**src/rtl/mem_block_mover_if.sv**
```systemverilog
// mem_block_mover_if: word-addressed data memory port (adr/datain/w/r/dataout).
// Ports:
//   master - initiator side (drives mem_adr, mem_datain, mem_w, mem_r; reads mem_dataout)
//   slave  - memory side (combinational read data returned on mem_dataout)
interface mem_block_mover_if #(
    parameter int ADDR_W = 64,
    parameter int DATA_W = 64
);
    logic [ADDR_W-1:0] mem_adr;
    logic [DATA_W-1:0] mem_datain;
    logic              mem_w;
    logic              mem_r;
    logic [DATA_W-1:0] mem_dataout;

    modport master (output mem_adr, mem_datain, mem_w, mem_r, input mem_dataout);
    modport slave  (input mem_adr, mem_datain, mem_w, mem_r, output mem_dataout);
endinterface

```
**src/rtl/mem_block_mover.sv**
```systemverilog
// mem_block_mover: copies a run of words between memory bases, or fills a range with a constant.
// Ports:
//   clk, rst_n        - clock, synchronous active-low reset
//   start, mode       - one-cycle request (IDLE only); mode 0 = copy, 1 = fill
//   src_base, dst_base, length, fill_value - transfer parameters captured at start
//   abort             - ends a READ/WRITE transfer after the current access
//   mem               - memory master port
//   busy, done, aborted - status; done/aborted are one-cycle completion pulses
//   checksum          - modular sum of words written this transfer (MOVER_CHECKSUM_EN only)
module mem_block_mover #(
    parameter int ADDR_W = 64,
    parameter int DATA_W = 64,
    parameter int LEN_W  = 9
) (
    input  logic              clk,
    input  logic              rst_n,
    input  logic              start,
    input  logic              mode,
    input  logic [ADDR_W-1:0] src_base,
    input  logic [ADDR_W-1:0] dst_base,
    input  logic [LEN_W-1:0]  length,
    input  logic [DATA_W-1:0] fill_value,
    input  logic              abort,
    mem_block_mover_if.master mem,
    output logic              busy,
    output logic              done,
    output logic              aborted
`ifdef MOVER_CHECKSUM_EN
    ,
    output logic [DATA_W-1:0] checksum
`endif
);
    typedef enum logic [1:0] {IDLE, READ, WRITE, FIN} state_t;
    state_t state, state_nx;
    logic              mode_q;
    logic              ab_q;
    logic [ADDR_W-1:0] src_q;
    logic [ADDR_W-1:0] dst_q;
    logic [LEN_W-1:0]  len_q;
    logic [LEN_W-1:0]  idx;
    logic [DATA_W-1:0] fill_q;
    logic [DATA_W-1:0] buf_q;
    logic              last;
    logic              accept;
    logic              active;

    assign accept = state == IDLE && start;
    assign active = state == READ || state == WRITE;
    assign last   = (idx + LEN_W'(1)) == len_q;

    always_ff @(posedge clk) begin
        if (!rst_n)
            state <= IDLE;
        else
            state <= state_nx;
    end

    always_comb begin
        state_nx = state;
        case (state)
            IDLE:    if (start) state_nx = length == '0 ? FIN : mode ? WRITE : READ;
            READ:    state_nx = abort ? FIN : WRITE;
            WRITE:   state_nx = (abort || last) ? FIN : mode_q ? WRITE : READ;
            default: state_nx = IDLE;
        endcase
    end

    always_comb begin
        mem.mem_r      = state == READ;
        mem.mem_w      = state == WRITE;
        mem.mem_adr    = state == READ  ? src_q + ADDR_W'(idx) :
                         state == WRITE ? dst_q + ADDR_W'(idx) : '0;
        mem.mem_datain = state == WRITE ? (mode_q ? fill_q : buf_q) : '0;
        busy           = state != IDLE;
        done           = state == FIN && !ab_q;
        aborted        = state == FIN && ab_q;
    end

    // ab_q remembers why FIN was entered so the right completion pulse fires.
    always_ff @(posedge clk) begin
        if (!rst_n) begin
            mode_q   <= 1'b0;
            ab_q     <= 1'b0;
            src_q    <= '0;
            dst_q    <= '0;
            len_q    <= '0;
            idx      <= '0;
            fill_q   <= '0;
            buf_q    <= '0;
`ifdef MOVER_CHECKSUM_EN
            checksum <= '0;
`endif
        end else begin
            if (accept) begin
                mode_q   <= mode;
                ab_q     <= 1'b0;
                src_q    <= src_base;
                dst_q    <= dst_base;
                len_q    <= length;
                idx      <= '0;
                fill_q   <= fill_value;
`ifdef MOVER_CHECKSUM_EN
                checksum <= '0;
`endif
            end
            if (state == READ)
                buf_q <= mem.mem_dataout;
            if (state == WRITE) begin
                idx      <= idx + LEN_W'(1);
`ifdef MOVER_CHECKSUM_EN
                checksum <= checksum + mem.mem_datain;
`endif
            end
            if (active && abort)
                ab_q <= 1'b1;
        end
    end
endmodule

```
**src/flat_wrapper.sv**
```systemverilog
// flat-port wrapper written by rule: the top's interface ports become plain ports
module mem_block_mover_flat 
#(
    parameter int ADDR_W = 64,
    parameter int DATA_W = 64,
    parameter int LEN_W  = 9
)
  (clk, rst_n, start, mode, src_base, dst_base, length, fill_value, abort, busy, done, aborted, mem_mem_adr, mem_mem_datain, mem_mem_w, mem_mem_r, mem_mem_dataout);
  mem_block_mover_if #(.ADDR_W(ADDR_W), .DATA_W(DATA_W)) mem_i ();
  input  logic clk;
  input  logic rst_n;
  input  logic start;
  input  logic mode;
  input  logic [ADDR_W-1:0] src_base;
  input  logic [ADDR_W-1:0] dst_base;
  input  logic [LEN_W-1:0] length;
  input  logic [DATA_W-1:0] fill_value;
  input  logic abort;
  output logic busy;
  output logic done;
  output logic aborted;
  output wire logic [$bits(mem_i.mem_adr)-1:0] mem_mem_adr;
  output wire logic [$bits(mem_i.mem_datain)-1:0] mem_mem_datain;
  output wire logic [$bits(mem_i.mem_w)-1:0] mem_mem_w;
  output wire logic [$bits(mem_i.mem_r)-1:0] mem_mem_r;
  input wire logic [$bits(mem_i.mem_dataout)-1:0] mem_mem_dataout;
  assign mem_mem_adr = mem_i.mem_adr;
  assign mem_mem_datain = mem_i.mem_datain;
  assign mem_mem_w = mem_i.mem_w;
  assign mem_mem_r = mem_i.mem_r;
  assign mem_i.mem_dataout = mem_mem_dataout;
  mem_block_mover #(.ADDR_W(ADDR_W), .DATA_W(DATA_W), .LEN_W(LEN_W)) u_core (.clk(clk), .rst_n(rst_n), .start(start), .mode(mode), .src_base(src_base), .dst_base(dst_base), .length(length), .fill_value(fill_value), .abort(abort), .mem(mem_i), .busy(busy), .done(done), .aborted(aborted));
endmodule
```
**config.mk**
```make
export PLATFORM = sky130hd
export DESIGN_NAME = mem_block_mover_flat
export DESIGN_NICKNAME = d
export VERILOG_FILES = /design/src/rtl/mem_block_mover_if.sv /design/src/rtl/mem_block_mover.sv /design/src/flat_wrapper.sv
export SDC_FILE = /design/constraint.sdc
export NUM_CORES = 1
export LEC_CHECK = 0
export BUFFER_PORTS_ARGS = -buffer_cell sky130_fd_sc_hd__buf_2
export CAP_MARGIN = 20
export CORE_MARGIN = 2
export CORE_UTILIZATION = 30
export CTS_CLUSTER_SIZE = 20
export DETAILED_ROUTE_END_ITERATION = 8
export PLACE_DENSITY = 0.53
export SYNTH_ARGS = -nofsm -noshare
export SYNTH_HDL_FRONTEND = slang
export SYNTH_SLANG_ARGS = --single-unit
```
**constraint.sdc**
```tcl
create_clock -name clk -period 3.2 [get_ports clk]
set_input_delay 0.16 -clock clk [delete_from_list [all_inputs] [get_ports clk]]
set_output_delay 0.16 -clock clk [all_outputs]
set_load 0.02 [all_outputs]
```
After elaboration in Yosys (flattened, before gate mapping):

Index checks and enable logic that the tools add are counted.

* flip-flop bits (word level): 278
* input bits: 270
* output and inout port bits: 133
* word-level logic and storage cells: 44

* $add $sub $neg: 3
* equal/unequal tests: 5
* mux-type cells: 15
* reductions and logical operators: 12

Operators with widths (number)
* 2-to-1 mux 64 bit: 4
* adder 64 x 9 -> 64 bit: 2
* 2-to-1 mux 9 bit: 2
* 2-to-1 mux 2 bit: 5
* adder 9 x 1 -> 9 bit (second input constant): 1
* equality test 9 bit: 1
* zero test 9 bit: 1
* one-hot mux 2 bit (3 select lines): 1
* nonzero test 2 bit: 3
* equality test 2 bit (second input constant): 2
* logical AND 1 bit: 4
* 2-to-1 mux 1 bit: 3
* equality test 2 x 1 -> 1 bit (second input constant): 1
* zero test 2 bit: 1
* logical OR 1 bit: 2
* != test 2 bit (second input constant): 1
* zero test 1 bit: 1

Depth between registers and ports, before layout:

Gate-level depths: netlist of run 1.

* depth after elaboration: 5
* depth in mapped cells: 11
* mapped depth without buffers: 9

Least setup slack after synthesis of run 1:

No wires, ideal clock.

* path type: reg2out
* start point: reg u_core.idx[0]
* end point: out mem_mem_adr[22]
* arrival: 2.544 ns
* data required time: 3.040 ns
* path slack: 0.496 ns
* cell stages (with the launch flop): 12
* buffers on the path: 2
* cells stage by stage: dfxtp_1 ha_1 inv_1 fa_1 nor2b_1 o311ai_1 o211a_1 buf_2 buf_4 nor4_1 xnor2_1 a22o_1

* word-level cells in the longest chain between the ends: 3
* elaborated cells on any way between the ends: 4
* classes of those cells: add/sub (2); mux (2)

RTL lines
* start, declared: RTL line mem_block_mover.sv:40 `logic [LEN_W-1:0] idx;`
* start signal, assigned: RTL line mem_block_mover.sv:109 `idx <= idx + LEN_W'(1);`
* adder 64 x 9 -> 64 bit: RTL line mem_block_mover.sv:72 `state == WRITE ? dst_q + ADDR_W'(idx) : '0;`
* 2-to-1 mux 64 bit: RTL line mem_block_mover.sv:72
* 2-to-1 mux 64 bit (*): RTL line mem_block_mover.sv:71 `mem.mem_adr = state == READ ? src_q + ADDR_W'(idx) :`
* end, declared: RTL line flat_wrapper.sv:22 `output wire logic [$bits(mem_i.mem_adr)-1:0] mem_mem_adr;`

Mark *: on every way between the ends. The rest lies on a longest branch, timed or not.

Final worst setup path of run 1:

* start point: reg u_core.idx[0]
* end point: out mem_mem_adr[38]

The elaborated chain is that of the path after synthesis.

==> impl_metrics.json, run 1 <==
{
  "status": "finished with violations",
  "violations": "setup timing",
  "finalCriticalPeriod_ns": 3.27,
  "finClkSkew_ns": 0.0284,
  "dp_hpwl_um": 44800,
  "cp-end-kind": "output port",
  "worst_slew_margin_rel_pct": 49.1,
  "crit_required_ns": 3.04,
  "grt_pass1_vias": 16500,
  "cts-root-buf": "clkbuf_16",
  "setup_ws_ns": -0.0652,
  "criticalPathCategory": "flip-flop to output port",
  "grt_max_degree": 122,
  "maxClockFrequency_mhz": 306,
  "peakVddDrop_uv": 523,
  "initial_core_util_pct": 30.3,
  "slew_violations": 0,
  "vias": 16600,
  "synth_fp_nets": 2248,
  "min_to": "u_core.dst_q[0]",
  "yosysUniqueCellTypes": 74,
  "synth_area_sq_mm": 0.0159,
  "synth-seq-area-share_pct": 34.9,
  "finalNonFillerCells": 3324,
  "wl_per_cell_um": 19.3,
  "synthCells": 1952,
  "yosys_warnings": 0,
  "leakage_nw": 9.88,
  "io_buffer_count": 402,
  "die-width_um": 234,
  "first_pass_iters": 5,
  "insertion_delay_ns": 0.56,
  "rrSetupSlack_ns": 0.84,
  "worstReg2RegStart": "u_core.idx[0]",
  "r2r_cells": 9,
  "drv_cap": 0,
  "critPathLaunchType": "flip-flop",
  "syn_area_per_cell_sq_um": 8.16,
  "dp.cells": 2957,
  "drc_errors": 0,
  "synth-edff-count": 0,
  "ios": 403,
  "ys_ff_latch": 278,
  "rr_endpoint": "u_core.state[0]",
  "cts_buffer_depth": 3,
  "syn_to_final_growth_pct": 50.9,
  "antenna_found_initial": 5,
  "overflow": 0,
  "holdPathStages": 4,
  "drive_above_1_share_pct": 26.4,
  "gp_congestion": 0.959,
  "cts_sinks": 278,
  "cts_max_level": 2,
  "synth_flop_cell": "dfxtp_1",
  "post-route-period-util_pct": 102,
  "dp_slack_ns": 0.247,
  "hold_viol": 0,
  "fp-row-count": 84,
  "grt_usage_pct": 22.2,
  "hold_start": "start",
  "synth.largest_area_cell": "dfxtp_1",
  "rsz0062_at_grt": "yes",
  "fin_area_sq_mm": 0.0241,
  "power_density_mw_per_mm2": 581,
  "finalSetupViolCount": 10,
  "core_sq_mm": 0.0526,
  "cts_tree": "yes",
  "synthArstFlopShare_pct": 0,
  "grt_pass1_wl_um": 95100,
  "synth.top_cells.by_count": "472 x nand2_1, 278 x dfxtp_1, 204 x a21boi_0, 133 x mux2i_1, 108 x clkbuf_1",
  "synth_area_leaders": "dfxtp_1 35%, nand2_1 11%, a21boi_0 9.6%",
  "worst_pin_slew_ns": 0.763,
  "fillCellCount": 5112,
  "hold_class": "input port to flip-flop",
  "vias_per_cell": 5.00,
  "yosys.area.top_type_share_pct": 34.9,
  "ant_nets": 0,
  "placement.cell_area_sq_mm": 0.0189,
  "crit_path_max_fanout": 7,
  "drtIter0Drc": 982,
  "cts_buffers": 35,
  "routed_wl_um": 64300,
  "path_clk_slew_ns": 0.06,
  "die_h_um": 234,
  "crit_arrival_ns": 3.11,
  "finalNetCount": 2903,
  "die-area_sq_mm": 0.0550,
  "post-synth-top-count-cell": "nand2_1"
}
==> worst max path at each step <==
stage,startpoint,depth (start not counted),slack (ns),endpoint
4_1_cts,u_core.src_q[0],11,-0.02,mem_mem_adr[62]
3_5_place_dp,u_core.idx[6],9,0.25,mem_mem_adr[41]
5_1_grt,u_core.idx[0],12,-0.13,mem_mem_adr[38]
3_3_place_gp,u_core.idx[2],9,0.27,mem_mem_adr[10]
6_report,u_core.idx[0],12,-0.07,mem_mem_adr[38]
2_1_floorplan,u_core.idx[0],11,0.50,mem_mem_adr[22]
==> kinds of logic after synthesis <==
logic type | after synthesis | synth area share [%]
compound gates | 378 | 18.2
simple gates | 845 | 25.5
buf+inv | 171 | 4.28
flops | 278 | 34.9
fa+ha+maj | 26 | 2.14
mux | 135 | 8.50
xor+xnor | 119 | 6.54
==> state kept, by name, indices dropped and copies added, names as in the netlist <==
| register | cells |
|---|---|
| u_core.ab_q | 1 |
| u_core.buf_q | 64 |
| u_core.dst_q | 64 |
| u_core.fill_q | 64 |
| u_core.idx | 9 |
| u_core.len_q | 9 |
| u_core.mode_q | 1 |
| u_core.src_q | 64 |
| u_core.state | 2 |
==> power breakdown <==
part           switching (mW)  internal [mW]  total (mW)
logic                    3.04           2.01        5.05
clock network            1.65           2.45        4.10
registers               0.696           4.14        4.84
==> critical path, stage by stage, from the launching register on <==
cell and delay (ns):
dfxtp_4 0.35, buf_6 0.12, ha_4 0.16, fa_2 0.37, a21oi_2 0.18, o211ai_2 0.15
a22oi_2 0.19, buf_6 0.18, buf_12 0.15, nor3_2 0.05, xor2_1 0.29, a22o_1 0.22
buf_6 0.12
==> layer usage <==
| metal | part of all wire, % | track usage, % | vias to the layer above |
|---|---|---|---|
| met3 | 6.3 | 4.60 | 105 |
| met2 | 49 | 39.3 | 531 |
| met1 | 41 | 26.8 | 7968 |
| met4 | 2.8 | 7.02 | 2 |
| li1 | - | - | 8025 |
| met5 | 0.020 | 0 | - |
==> cell usage in the layout (no fill, tap or decap), types with 9 or more instances in the layout <==
cell type      instances
clkbuf_8              14
nand3_1               34
inv_1                 30
and2_1                10
clkbuf_16             39
nand2_1              470
a21boi_0             204
nor4_4                15
dfxtp_1              263
nor2b_1               72
buf_2                374
a21oi_1               24
buf_6                 28
o21ai_0               19
xnor2_1               41
xor2_1                75
buf_12                15
a2111oi_2              9
buf_4                 66
ha_4                  19
a22o_1                43
nor2_1                98
nand4_1               29
and3_1                 9
dfxtp_2                9
dlygate4sd3_1        267
mux2i_1              132
nor3_1                27
nor4_2                16
==> metrics by stage <==
step / utilization, % / TNS, ns / power, mW / hold WS [ns]
floorplan: - / 0 / 7.69 / 0.305
global placement: 35.9 / 0 / 9.40 / 0.411
detailed placement: 35.9 / 0 / 9.48 / 0.418
CTS: 44.3 / -0.108 / 14.0 / 0.0296
global route: 45.8 / -2.11 / 14.8 / 0.0775
finish: 45.8 / -0.242 / 14.0 / 0.0527
==> what timing repair did <==
item / 4_1_cts / 5_1_grt
buffers inserted: 12 / 17
pin swaps: 27 / 55
hold endpoints to repair: 267 / 0
cloned: 2 / 5
resized for setup: 88 / 111
setup endpoints to repair: 55 / 51
hold buffers: 267 / 0
==> area by class of cell <==
| class | instances | area [sq um] | area share [%] |
|---|---|---|---|
| multi-input cells | 1503 | 10500 | 43.5 |
| repair buffers | 756 | 5770 | 24.0 |
| flip-flops and latches | 278 | 5600 | 23.3 |
| clock buffers | 52 | 1080 | 4.49 |
| well taps | 688 | 861 | 3.58 |
| clock inverters | 11 | 138 | 0.572 |
| inverters | 33 | 124 | 0.515 |
| diodes | 3 | 7.51 | 0.0312 |
Note: power is estimated with default switching activity, not from simulation.
==> inputs of run 2 (changes only) <==
--- a/config.mk
+++ b/config.mk
@@ -11,7 +11,6 @@
 export CORE_UTILIZATION = 30
 export CTS_CLUSTER_SIZE = 20
 export DETAILED_ROUTE_END_ITERATION = 8
-export PLACE_DENSITY = 0.53
 export SYNTH_ARGS = -nofsm -noshare
 export SYNTH_HDL_FRONTEND = slang
 export SYNTH_SLANG_ARGS = --single-unit
==> impl_metrics.json, run 2 (synthesized netlist as in run 1, its figures left out) <==
{
  "grt_usage_pct": 22.7,
  "vias": 16800,
  "vias_per_cell": 5.04,
  "cts_buffers": 35,
  "hold_start": "start",
  "final_cell_mix": "470 x nand2_1, 376 x buf_2, 267 x dlygate4sd3_1",
  "syn_to_final_growth_pct": 50.4,
  "finClkSkew_ns": 0.0266,
  "grt_max_degree": 141,
  "dp_slack_ns": 0.215,
  "finalNetCount": 2909,
  "path_clk_slew_ns": 0.06,
  "criticalPathCategory": "flip-flop to output port",
  "ios": 403,
  "hold_viol": 0,
  "rr_endpoint": "u_core.state[1]",
  "finalCriticalPeriod_ns": 3.23,
  "ant_nets": 0,
  "insertion_delay_ns": 0.55,
  "core_sq_mm": 0.0526,
  "post-route-period-util_pct": 101,
  "swShare_pct": 38.7,
  "dp_hpwl_um": 45900,
  "drc_errors": 0,
  "peakVddDrop_uv": 522,
  "power_density_mw_per_mm2": 581,
  "path_delay_family": "compound AO/OA/AOI/OAI gates",
  "io_buffer_count": 402,
  "fin_area_sq_mm": 0.0240,
  "cts_sinks": 278,
  "crit_required_ns": 3.04,
  "critPathBufInv": 5,
  "worstReg2RegStart": "u_core.state[0]",
  "die_h_um": 234,
  "initial_core_util_pct": 30.3,
  "finalSetupViolCount": 3,
  "violations": "setup timing",
  "p_clk_share_pct": 29.2,
  "cp_cell_sequence": "buf_6 -> ha_4 -> fa_2 -> a21oi_4 -> o211ai_4 -> a22oi_2 -> buf_6 -> buf_12 -> buf_16 -> nor2_1 -> xor2_1 -> a22o_1 -> buf_6",
  "antenna_found_initial": 9,
  "min_to": "u_core.state[0]",
  "hold_class": "input port to flip-flop",
  "crit_path_max_fanout": 6,
  "slowest_delay_ns": 0.40,
  "wl_per_cell_um": 19.6,
  "drv_cap": 0,
  "slew_violations": 0,
  "p_seq_share_pct": 34.9,
  "worst_pin_slew_ns": 0.940,
  "holdPathStages": 4,
  "overflow": 0,
  "placement.cell_area_sq_mm": 0.0188,
  "rsz0062_at_grt": "yes",
  "drtIter0Drc": 1059,
  "mostFrequentLayoutCell": "nand2_1",
  "fillCellCount": 5070,
  "p_sw_mw": 5.38,
  "cts_buffer_depth": 3,
  "cts_max_level": 2,
  "grt_pass1_vias": 16800,
  "p_int_mw": 8.53,
  "gp_congestion": 0.921,
  "path_common_cell": "buf_6",
  "power_mw": 13.9,
  "tns_ns": -0.0301,
  "die-width_um": 234,
  "setup_ws_ns": -0.0263,
  "worst_slew_margin_rel_pct": 37.3,
  "crit_arrival_ns": 3.07,
  "cts_tree": "yes",
  "critPathLaunchType": "flip-flop",
  "status": "finished with violations",
  "rrSetupSlack_ns": 0.85,
  "die-area_sq_mm": 0.0550,
  "r2r_cells": 8,
  "p_comb_share_pct": 35.8,
  "leakage_nw": 9.82,
  "grt_pass1_wl_um": 96100,
  "critPathSlowestCell": "fa_2",
  "drive_above_1_share_pct": 26.1,
  "cp-end-kind": "output port",
  "cts-root-buf": "clkbuf_16",
  "routed_wl_um": 65400,
  "fp-row-count": 84,
  "maxClockFrequency_mhz": 310,
  "first_pass_iters": 8
}
run 2: worst max-delay path by stage:
stage	from	end	slack [ns]	cells past startpoint
after floorplan	u_core.idx[0]	mem_mem_adr[22]	0.50	11
after global placement	u_core.idx[1]	mem_mem_adr[22]	0.25	10
after detailed placement	u_core.idx[1]	mem_mem_adr[22]	0.22	10
after CTS	u_core.idx[0]	mem_mem_adr[26]	-0.03	12
after global routing	u_core.idx[0]	mem_mem_adr[60]	-0.13	13
final	u_core.idx[0]	mem_mem_adr[18]	-0.03	13
run 2: worst reg2reg max path, cell delays in order (launching register included):
cell	delay (ns)
dfxtp_1	0.38
inv_1	0.14
ha_1	0.30
buf_4	0.31
o211ai_1	0.12
a2111oi_0	0.44
nand3_1	0.13
o31a_1	0.33
a21oi_1	0.14
run 2: per-stage QoR:
step	hold WS [ns]	util, %	std cells
final	0.113	45.6	3332
after global routing	0.153	45.6	3332
after CTS	0.0712	44.1	3301
after detailed placement	0.418	35.8	2955
after global placement	0.413	35.8	2955
after floorplan	0.305	-	1952
run 2: layout make-up:
type	count	area, sq um	area share [%]
diodes	4	10.0	0.0418
clock buffers	50	1050	4.40
clock inverters	14	141	0.590
inverters	33	124	0.517
multi-input cells	1504	10500	43.7
flip-flops and latches	278	5600	23.4
well taps	688	861	3.59
repair buffers	761	5710	23.8
run 2: power groups by stage:
| stage | sequential, mW | combinational [mW] | clock [mW] |
|---|---|---|---|
| 3_3_place_gp | 4.86 | 4.48 | 0 |
| 4_1_cts | 4.82 | 4.89 | 4.16 |
| 2_1_floorplan | 4.62 | 3.07 | 0 |
| 3_5_place_dp | 4.89 | 4.54 | 0 |
| 6_report | 4.86 | 4.98 | 4.07 |
| 5_1_grt | 4.93 | 5.42 | 4.29 |
run 2: metal layers:
metal | vias up | track usage [%] | share of wire (%)
li1 | 8034 | - | -
met1 | 7969 | 26.5 | 40
met2 | 632 | 40.7 | 50
met3 | 137 | 4.68 | 6.7
met4 | 10 | 8.16 | 3.4
met5 | - | 0 | 0.093
run 2: what timing repair did:
action,4_1_cts,5_1_grt
hold endpoints to repair,268,0
hold buffers,267,0
setup endpoints to repair,50,51
buffers inserted,12,26
gates resized for setup,82,108
pin swaps,25,40
cloned,3,2
